### src/rtl/pic_pkg.sv
// Shared types and helpers for the PIC interrupt-acknowledge path.
package pic_pkg;

  localparam int unsigned LVL_W  = 3;
  localparam int unsigned NUM_IR = 8;

  typedef enum logic [1:0] {IDLE, PEND, ACK1, ACK2} state_e;

  typedef struct packed {
    logic             valid;
    logic [LVL_W-1:0] lvl;
  } lowest_t;

  // Index of the lowest set bit; IR0 is the highest priority.
  function automatic lowest_t lowest_set(input logic [NUM_IR-1:0] v);
    lowest_t r;
    r.valid = |v;
    r.lvl   = '0;
    for (int i = int'(NUM_IR) - 1; i >= 0; i--) begin
      if (v[i]) r.lvl = LVL_W'(i);
    end
    return r;
  endfunction

endpackage

### src/rtl/pic_priority_resolver.sv
// Fully nested priority check: a request is eligible only if it outranks everything in service.
module pic_priority_resolver
  import pic_pkg::*;
(
  input  logic [NUM_IR-1:0] req,
  input  logic [NUM_IR-1:0] isr,
  output logic [LVL_W-1:0]  req_lvl,
  output logic [LVL_W-1:0]  isr_lvl,
  output logic              eligible
);

  lowest_t req_low;
  lowest_t isr_low;

  always_comb begin
    req_low  = lowest_set(req);
    isr_low  = lowest_set(isr);
    req_lvl  = req_low.lvl;
    isr_lvl  = isr_low.lvl;
    eligible = req_low.valid && (!isr_low.valid || (req_low.lvl < isr_low.lvl));
  end

endmodule

### src/rtl/pic_inta_sequencer.sv
// 8086-mode INTA sequencer: raises INT, runs the two-pulse acknowledge, owns the ISR and EOI handling.
module pic_inta_sequencer
  import pic_pkg::*;
#(
  parameter int unsigned SPURIOUS_LVL = 7
) (
  input  logic              clk,
  input  logic              rst,
  input  logic              init,
  input  logic [NUM_IR-1:0] irr,
  input  logic [NUM_IR-1:0] imr,
  input  logic [4:0]        icw2_base,
  input  logic              aeoi,
  input  logic              inta_n,
  input  logic              eoi_ns,
  input  logic              eoi_sp,
  input  logic [LVL_W-1:0]  eoi_level,
  output logic              int_out,
  output logic [NUM_IR-1:0] isr,
  output logic [NUM_IR-1:0] clr_irr,
  output logic [7:0]        vector,
  output logic              vector_oe
);

  state_e            state_q, state_d;
  logic              int_out_q, int_out_d;
  logic [NUM_IR-1:0] isr_q, isr_d;
  logic [NUM_IR-1:0] clr_irr_q, clr_irr_d;
  logic [7:0]        vector_q, vector_d;
  logic              vector_oe_q, vector_oe_d;
  logic              inta_q, inta_d;
  logic              spur_q, spur_d;
  logic [LVL_W-1:0]  lvl_q, lvl_d;

  logic [LVL_W-1:0]  req_lvl;
  logic [LVL_W-1:0]  isr_lvl;
  logic              eligible;
  logic              inta_fall;
  logic              inta_rise;
  logic [NUM_IR-1:0] isr_set;
  logic [NUM_IR-1:0] isr_clr;

  pic_priority_resolver u_resolver (
    .req      (irr & ~imr),
    .isr      (isr_q),
    .req_lvl  (req_lvl),
    .isr_lvl  (isr_lvl),
    .eligible (eligible)
  );

  assign inta_fall = inta_q & ~inta_n;
  assign inta_rise = ~inta_q & inta_n;

  always_comb begin
    state_d     = state_q;
    int_out_d   = int_out_q;
    clr_irr_d   = '0;
    vector_d    = vector_q;
    vector_oe_d = vector_oe_q;
    inta_d      = inta_n;
    spur_d      = spur_q;
    lvl_d       = lvl_q;
    isr_set     = '0;
    isr_clr     = '0;

    // EOI decodes against the pre-update ISR and is accepted in every state.
    if (eoi_ns && (isr_q != '0)) isr_clr[isr_lvl] = 1'b1;
    if (eoi_sp)                  isr_clr[eoi_level] = 1'b1;

    unique case (state_q)
      IDLE: begin
        if (eligible) begin
          int_out_d = 1'b1;
          state_d   = PEND;
        end
      end
      PEND: begin
        if (inta_fall) begin
          int_out_d = 1'b0;
          state_d   = ACK1;
          if (eligible) begin
            lvl_d              = req_lvl;
            spur_d             = 1'b0;
            isr_set[req_lvl]   = 1'b1;
            clr_irr_d[req_lvl] = 1'b1;
          end else begin
            lvl_d  = LVL_W'(SPURIOUS_LVL);
            spur_d = 1'b1;
          end
        end
      end
      ACK1: begin
        if (inta_fall) begin
          vector_d    = {icw2_base, lvl_q};
          vector_oe_d = 1'b1;
          state_d     = ACK2;
        end
      end
      ACK2: begin
        if (inta_rise) begin
          vector_oe_d = 1'b0;
          if (aeoi && !spur_q) isr_clr[lvl_q] = 1'b1;
          state_d = IDLE;
        end
      end
      default: state_d = IDLE;
    endcase

    // Clear before set so an acknowledge wins over a coincident EOI.
    isr_d = (isr_q & ~isr_clr) | isr_set;

    if (init) begin
      state_d     = IDLE;
      int_out_d   = 1'b0;
      isr_d       = '0;
      clr_irr_d   = '0;
      vector_d    = '0;
      vector_oe_d = 1'b0;
      inta_d      = 1'b1;
      spur_d      = 1'b0;
      lvl_d       = '0;
    end
  end

  always_ff @(posedge clk or negedge rst) begin
    if (!rst) begin
      state_q     <= IDLE;
      int_out_q   <= 1'b0;
      isr_q       <= '0;
      clr_irr_q   <= '0;
      vector_q    <= '0;
      vector_oe_q <= 1'b0;
      inta_q      <= 1'b1;
      spur_q      <= 1'b0;
      lvl_q       <= '0;
    end else begin
      state_q     <= state_d;
      int_out_q   <= int_out_d;
      isr_q       <= isr_d;
      clr_irr_q   <= clr_irr_d;
      vector_q    <= vector_d;
      vector_oe_q <= vector_oe_d;
      inta_q      <= inta_d;
      spur_q      <= spur_d;
      lvl_q       <= lvl_d;
    end
  end

  assign int_out   = int_out_q;
  assign isr       = isr_q;
  assign clr_irr   = clr_irr_q;
  assign vector    = vector_q;
  assign vector_oe = vector_oe_q;

endmodule

### config.mk
export PLATFORM = sky130hd
export DESIGN_NAME = pic_inta_sequencer
export DESIGN_NICKNAME = d
export VERILOG_FILES = /design/src/rtl/pic_pkg.sv /design/src/rtl/pic_priority_resolver.sv /design/src/rtl/pic_inta_sequencer.sv
export SDC_FILE = /design/constraint.sdc
export NUM_CORES = 1
export LEC_CHECK = 0
export CAP_MARGIN = 25
export CELL_PAD_IN_SITES_DETAIL_PLACEMENT = 0
export CELL_PAD_IN_SITES_GLOBAL_PLACEMENT = 1
export CORE_AREA = 2 2 80 59
export DETAILED_ROUTE_END_ITERATION = 12
export DIE_AREA = 0 0 82 61
export DONT_BUFFER_PORTS = 1
export GPL_ROUTABILITY_DRIVEN = 0
export PLACE_DENSITY_LB_ADDON = 0.15
export SLEW_MARGIN = 20
export SYNTH_ARGS = -nofsm -noshare
export SYNTH_HDL_FRONTEND = slang
export SYNTH_HIERARCHICAL = 1
export SYNTH_SLANG_ARGS = --single-unit
### constraint.sdc
create_clock -name clk -period 5.6 [get_ports clk]
set_input_delay 1.68 -clock clk [delete_from_list [all_inputs] [get_ports clk]]
set_output_delay 1.68 -clock clk [all_outputs]
set_load 0.05 [all_outputs]
==> results.toml, run 1 <==
[logic_synthesis]
ys.flop_type = "dfrtp_1"
synth.distinct_cells = 49
yosys_register_bits = 33
ys_top_cells_by_area = "dfrtp_1 40%, nand2_1 6.1%, nor2b_1 4.7%, nand4_1 4.1%, ha_1 3.8%"
synth.top_cell.area_share = 0.4040
yosysWarnings = 6
syn-num-nets = 263
synth_mux_area_frac = 0.005051
synth_top_family_by_area = "simple AND/OR/NAND/NOR gates"
syn-instance-count = 226
ys_seq_area_frac = 0.4173
synth-adder-area-share = 0.03788
netlist.top_cell.by_area = "dfrtp_1"
ys_async_sr_fraction = 1.000
synth-compound-area-share = 0.1484
synth_simple_gate_area_frac = 0.3529
synth-edff-count = 0
synth_common_cells = "32 x dfrtp_1, 32 x nand2_1, 18 x nor2_1, 15 x nor2b_1, 13 x nand4_1"
synth_area_per_cell_um2 = 8.769
synth_xor_area_frac = 0
syn_area_mm2 = 0.001982

[detailed_routing]
drt-pass1-iter-count = 5
drtIter0Drc = 90
drt-total-wl_um = 4865
viasPerCell = 6.092
vias = 1718
avgRoutedWirePerCell_um = 17.25
antenna_left = 0
drc = 0

[setup_path]
criticalPathCategory = "in2reg"
worst-path-max-fanout = 8
start_kind = "input pin"
end_kind = "flip-flop"
arrival_ns = 4.29
crit_required_ns = 5.82

[clock_network]
cts_setup_buffers = 0
cts-root-to-sink-buffers = 2
cts_sinks = 33
numCtsBuffers = 5
cts_tree = "built"
cts_hold_buffers = 0
clk_pin_slew_worst_paths_ns = 0.06
clk_latency_ns = 0.28
cts_resized = 0
cts_root_buf = "clkbuf_8"
cts.htree.levels = 2

[sta]
period_needed_ns = 4.067
period_share = 0.7263
setup_viol = 0
fin_hold_ws_ns = 0.5710
fmax_ghz = 0.2459
setup_tns_ns = 0
rsz0062_at_grt = "no"
slew_violations = 0
worst-slew-pin-transition_ns = 0.8123
finalHoldViolCount = 0
skew_ns = 0.004846
slew_headroom = 0.4574

[worst_hold_path]
hp-class = "reg2reg"

[grt]
grt_antenna_before_repair = 0
grt_max_degree = 34
grt-ovfl-total = 0
grt_pass1_vias = 1571
grtUsageTotal = 0.2122
grt_first_pass_wirelength_um = 7769

[pwr]
finalPower_mw = 0.6632
p_leak_nw = 0.9300
vdd_drop_max_mv = 0.1973
powerDensity_mw_per_mm2 = 313.3

[finish]
drive_above_1_share = 0.07930
fin_nets = 264
area_delta_synth_final_pct = 6.818
stdcell_area_mm2 = 0.002117
n_antenna_cell = 0

[flow_run]
cap_violations = 0

[die]
dieWidth_um = 82
core_mm2 = 0.004204
core.rowCount = 20
pin_count = 57
die_h_um = 61
start_util = 0.4714
die_area_mm2 = 0.005002

[status]
outcome = "finished clean"

[placement]
placedInstanceArea_mm2 = 0.002031
portBuffers = 0
dpl.hpwl_um = 3644
cell usage in the layout, fill, tap and decap left out, types with 4 or more instances in the layout:
master / netlist / final
nand3_1: 9 / 9
nand2b_1: 4 / 4
nor2_1: 18 / 18
a311oi_1: 4 / 4
o21ai_0: 5 / 5
nor3b_1: 5 / 5
a21oi_1: 7 / 7
nor3_1: 7 / 7
nor2b_1: 15 / 15
nand4_1: 13 / 13
ha_1: 6 / 6
clkbuf_8: 0 / 6
nor4_1: 5 / 5
inv_1: 12 / 12
dfrtp_1: 32 / 32
nand2_1: 32 / 32
routing by layer:
metal,vias up,GRT usage,wire length (µm)
met1,812,0.2985,2247
met3,10,0.07440,474
met4,0,0.08810,80
li1,823,-,-
met2,73,0.2973,2062
met5,-,0,0
cell type report:
cell class                      count  area, µm²
Multi-Input combinational cell    173       1079
Fill cell                         415       2087
Inverter                           13      48.80
Sequential cell                    33      827.0
Clock buffer                        7      86.33
Tap cell                           55      68.82
Timing Repair Buffer                1      7.507
worst max-delay path, stage by stage:
cell,delay (ns)
nor2b_1,0.14
nor4_1,0.43
nor2b_1,0.26
ha_1,0.27
a21o_1,0.19
a221oi_2,0.46
nand4b_1,0.23
nor4_1,0.45
a31o_2,0.17
cell families after synthesis:
logic type               Yosys count
buffers and inverters             20
AND/OR/NAND/NOR                  127
adder cells (fa/ha/maj)            6
flip-flops                        33
AO/OA/AOI/OAI                     39
multiplexers                       1
through the flow:
step	worst slack [ns]	util	instances
2_1_floorplan	1.530	-	226
3_3_place_gp	1.271	0.4830	275
3_5_place_dp	1.250	0.4830	275
4_1_cts	1.509	0.5036	282
5_1_grt	1.226	0.5036	282
6_report	1.533	0.5036	282
report_power, final:
group | switching, mW | internal (mW)
combinational | 0.0986 | 0.0654
sequential | 0.0621 | 0.260
clock | 0.0799 | 0.0973
sequential cells by signal, summed over array words and instances, names as in the netlist:
register   count
clr_irr        8
inta_q         1
state_q        2
isr            8
vector         8
vector_oe      1
lvl_q          3
spur_q         1
int_out        1
final timing paths:
| path | startpoint | endpoint | slack (ns) | cells after the start |
|---|---|---|---|---|
| max | irr[3] | isr[0] | 1.53 | 9 |
| min | inta_q | vector_oe | 0.57 | 2 |
| max reg2reg | isr[0] | isr[0] | 2.32 | 8 |
| min reg2reg | inta_q | vector_oe | 0.57 | 2 |
| max in group asynchronous | rst | inta_q | 4.33 | 0 |
| min in group asynchronous | rst | vector[1] | 1.09 | 0 |
Power figures use the tool's default switching activity.
==> run 2, diff against run 1 <==
--- a/config.mk
+++ b/config.mk
@@ -8,9 +8,9 @@
 export CAP_MARGIN = 25
 export CELL_PAD_IN_SITES_DETAIL_PLACEMENT = 0
 export CELL_PAD_IN_SITES_GLOBAL_PLACEMENT = 1
-export CORE_AREA = 2 2 80 59
+export CORE_AREA = 2 2 86 63
 export DETAILED_ROUTE_END_ITERATION = 12
-export DIE_AREA = 0 0 82 61
+export DIE_AREA = 0 0 88 65
 export DONT_BUFFER_PORTS = 1
 export GPL_ROUTABILITY_DRIVEN = 0
 export PLACE_DENSITY_LB_ADDON = 0.15
==> constraint.sdc (replaced) <==
create_clock -name clk -period 3.59 [get_ports clk]
set_input_delay 1.077 -clock clk [delete_from_list [all_inputs] [get_ports clk]]
set_output_delay 1.077 -clock clk [all_outputs]
set_load 0.05 [all_outputs]
==> results.toml, run 2 (synthesized netlist as in run 1, its figures left out) <==
[clock_network]
cts_tree = "built"
clk_pin_slew_worst_paths_ns = 0.07
cts_resized = 0
cts_hold_buffers = 0
cts.htree.levels = 2
numCtsBuffers = 5
clk_latency_ns = 0.29
cts_setup_buffers = 0
cts-root-to-sink-buffers = 2
cts_root_buf = "clkbuf_8"
cts_sinks = 33

[die]
pin_count = 57
start_util = 0.3978
die_h_um = 65
core_mm2 = 0.004982
core.rowCount = 22
die_area_mm2 = 0.005720
dieWidth_um = 88

[sta]
skew_ns = 0.004383
slew_headroom = 0.4239
setup_tns_ns = 0
slew_violations = 0
worst-slew-pin-transition_ns = 0.8624
rsz0062_at_grt = "no"
fmax_ghz = 0.3052
finalHoldViolCount = 0
period_share = 0.9128
period_needed_ns = 3.277
setup_viol = 0

[grt]
grt-ovfl-total = 0
grt_antenna_before_repair = 0
grt_pass1_vias = 1814
grtUsageTotal = 0.1976
grt_max_degree = 34
grt_first_pass_wirelength_um = 8652

[placement]
portBuffers = 0
dpl.hpwl_um = 3958
dp.cells = 301
placedInstanceArea_mm2 = 0.002120

[finish]
fin_nets = 273
fin_cells = 309
n_antenna_cell = 0
layout_common_cells = "32 x nand2_1, 32 x dfrtp_1, 18 x nor2_1"
area_delta_synth_final_pct = 12.82
stdcell_area_mm2 = 0.002236
drive_above_1_share = 0.1181

[detailed_routing]
antenna_left = 0
drt-pass1-iter-count = 4
drc = 0
vias = 1770
viasPerCell = 5.728
drt-total-wl_um = 5242
avgRoutedWirePerCell_um = 16.96
drtIter0Drc = 142

[setup_path]
start_kind = "input pin"
slowest_delay_ns = 0.37
crit_required_ns = 3.74
criticalPathCategory = "in2reg"
arrival_ns = 3.43
cp_num_buf_inv = 1
crit_path_top_delay_cell = "nor4_1"
path_common_cell = "nor2b_1"
path_cells = "nor2b_1 -> nor4_1 -> nor2b_1 -> ha_1 -> a21o_1 -> a221oi_2 -> buf_4 -> nand2b_1 -> o21a_1 -> o2111ai_1 -> o311ai_0"
path_delay_family = "simple AND/OR/NAND/NOR gates"
worst-path-max-fanout = 7
end_kind = "flip-flop"

[flow_run]
cap_violations = 0

[pwr]
p_int_mw = 0.7425
pwr-share-comb = 0.246
pwr-share-clk = 0.323
p_leak_nw = 0.9906
vdd_drop_max_mv = 0.2495
powerDensity_mw_per_mm2 = 512.1
switchingPower_mw = 0.4025
p_seq_frac = 0.431
p_sw_frac = 0.3515

[status]
outcome = "finished clean"

[worst_hold_path]
hp-class = "in2async"
-- run 2: metrics by stage --
stage,setup WS [ns],utilization,power (mW),hold slack (ns)
after global routing,0.05969,0.4488,1.213,0.4627
after global placement,0.1680,0.4254,0.7628,0.5362
after CTS,0.3348,0.4488,1.151,0.4696
after detailed placement,0.03962,0.4254,0.7798,0.5519
after floorplan,0.1234,-,0.7086,0.5094
final,0.3130,0.4488,1.145,0.4749
-- run 2: worst paths after layout --
check | from | endpoint | slack (ns) | depth (start not counted)
max in group asynchronous | rst | inta_q | 2.94 | 0
hold reg to reg | spur_q | spur_q | 0.56 | 2
min in group clk | spur_q | spur_q | 0.56 | 2
setup / recovery | irr[2] | state_q[1] | 0.31 | 11
setup reg to reg | isr[4] | state_q[1] | 0.58 | 10
hold / removal | rst | isr[4] | 0.47 | 0
-- run 2: final cells by class --
cell class | instances | area [µm²]
inverter | 13 | 48.80
fill | 508 | 2746
timing repair buffer | 10 | 75.07
multi-input combinational | 173 | 1079
clock inverter | 1 | 30.03
clock buffer | 7 | 86.33
sequential | 33 | 827.0
tap | 72 | 90.09
-- run 2: power groups by stage --
| stage | combinational, mW | sequential (mW) | clock, mW |
|---|---|---|---|
| 2_1_floorplan | 0.212 | 0.496 | 0 |
| 3_3_place_gp | 0.264 | 0.499 | 0 |
| 3_5_place_dp | 0.279 | 0.501 | 0 |
| 4_1_cts | 0.280 | 0.493 | 0.377 |
| 5_1_grt | 0.325 | 0.498 | 0.390 |
| 6_report | 0.282 | 0.493 | 0.370 |
-- run 2: per-layer routing --
| metal | vias up | share of wire | track usage |
|---|---|---|---|
| met1 | 846 | 0.49 | 0.2754 |
| met3 | 11 | 0.076 | 0.06115 |
| li1 | 844 | - | - |
| met4 | 0 | 0.019 | 0.07115 |
| met2 | 69 | 0.42 | 0.2869 |
| met5 | - | 0 | 0 |
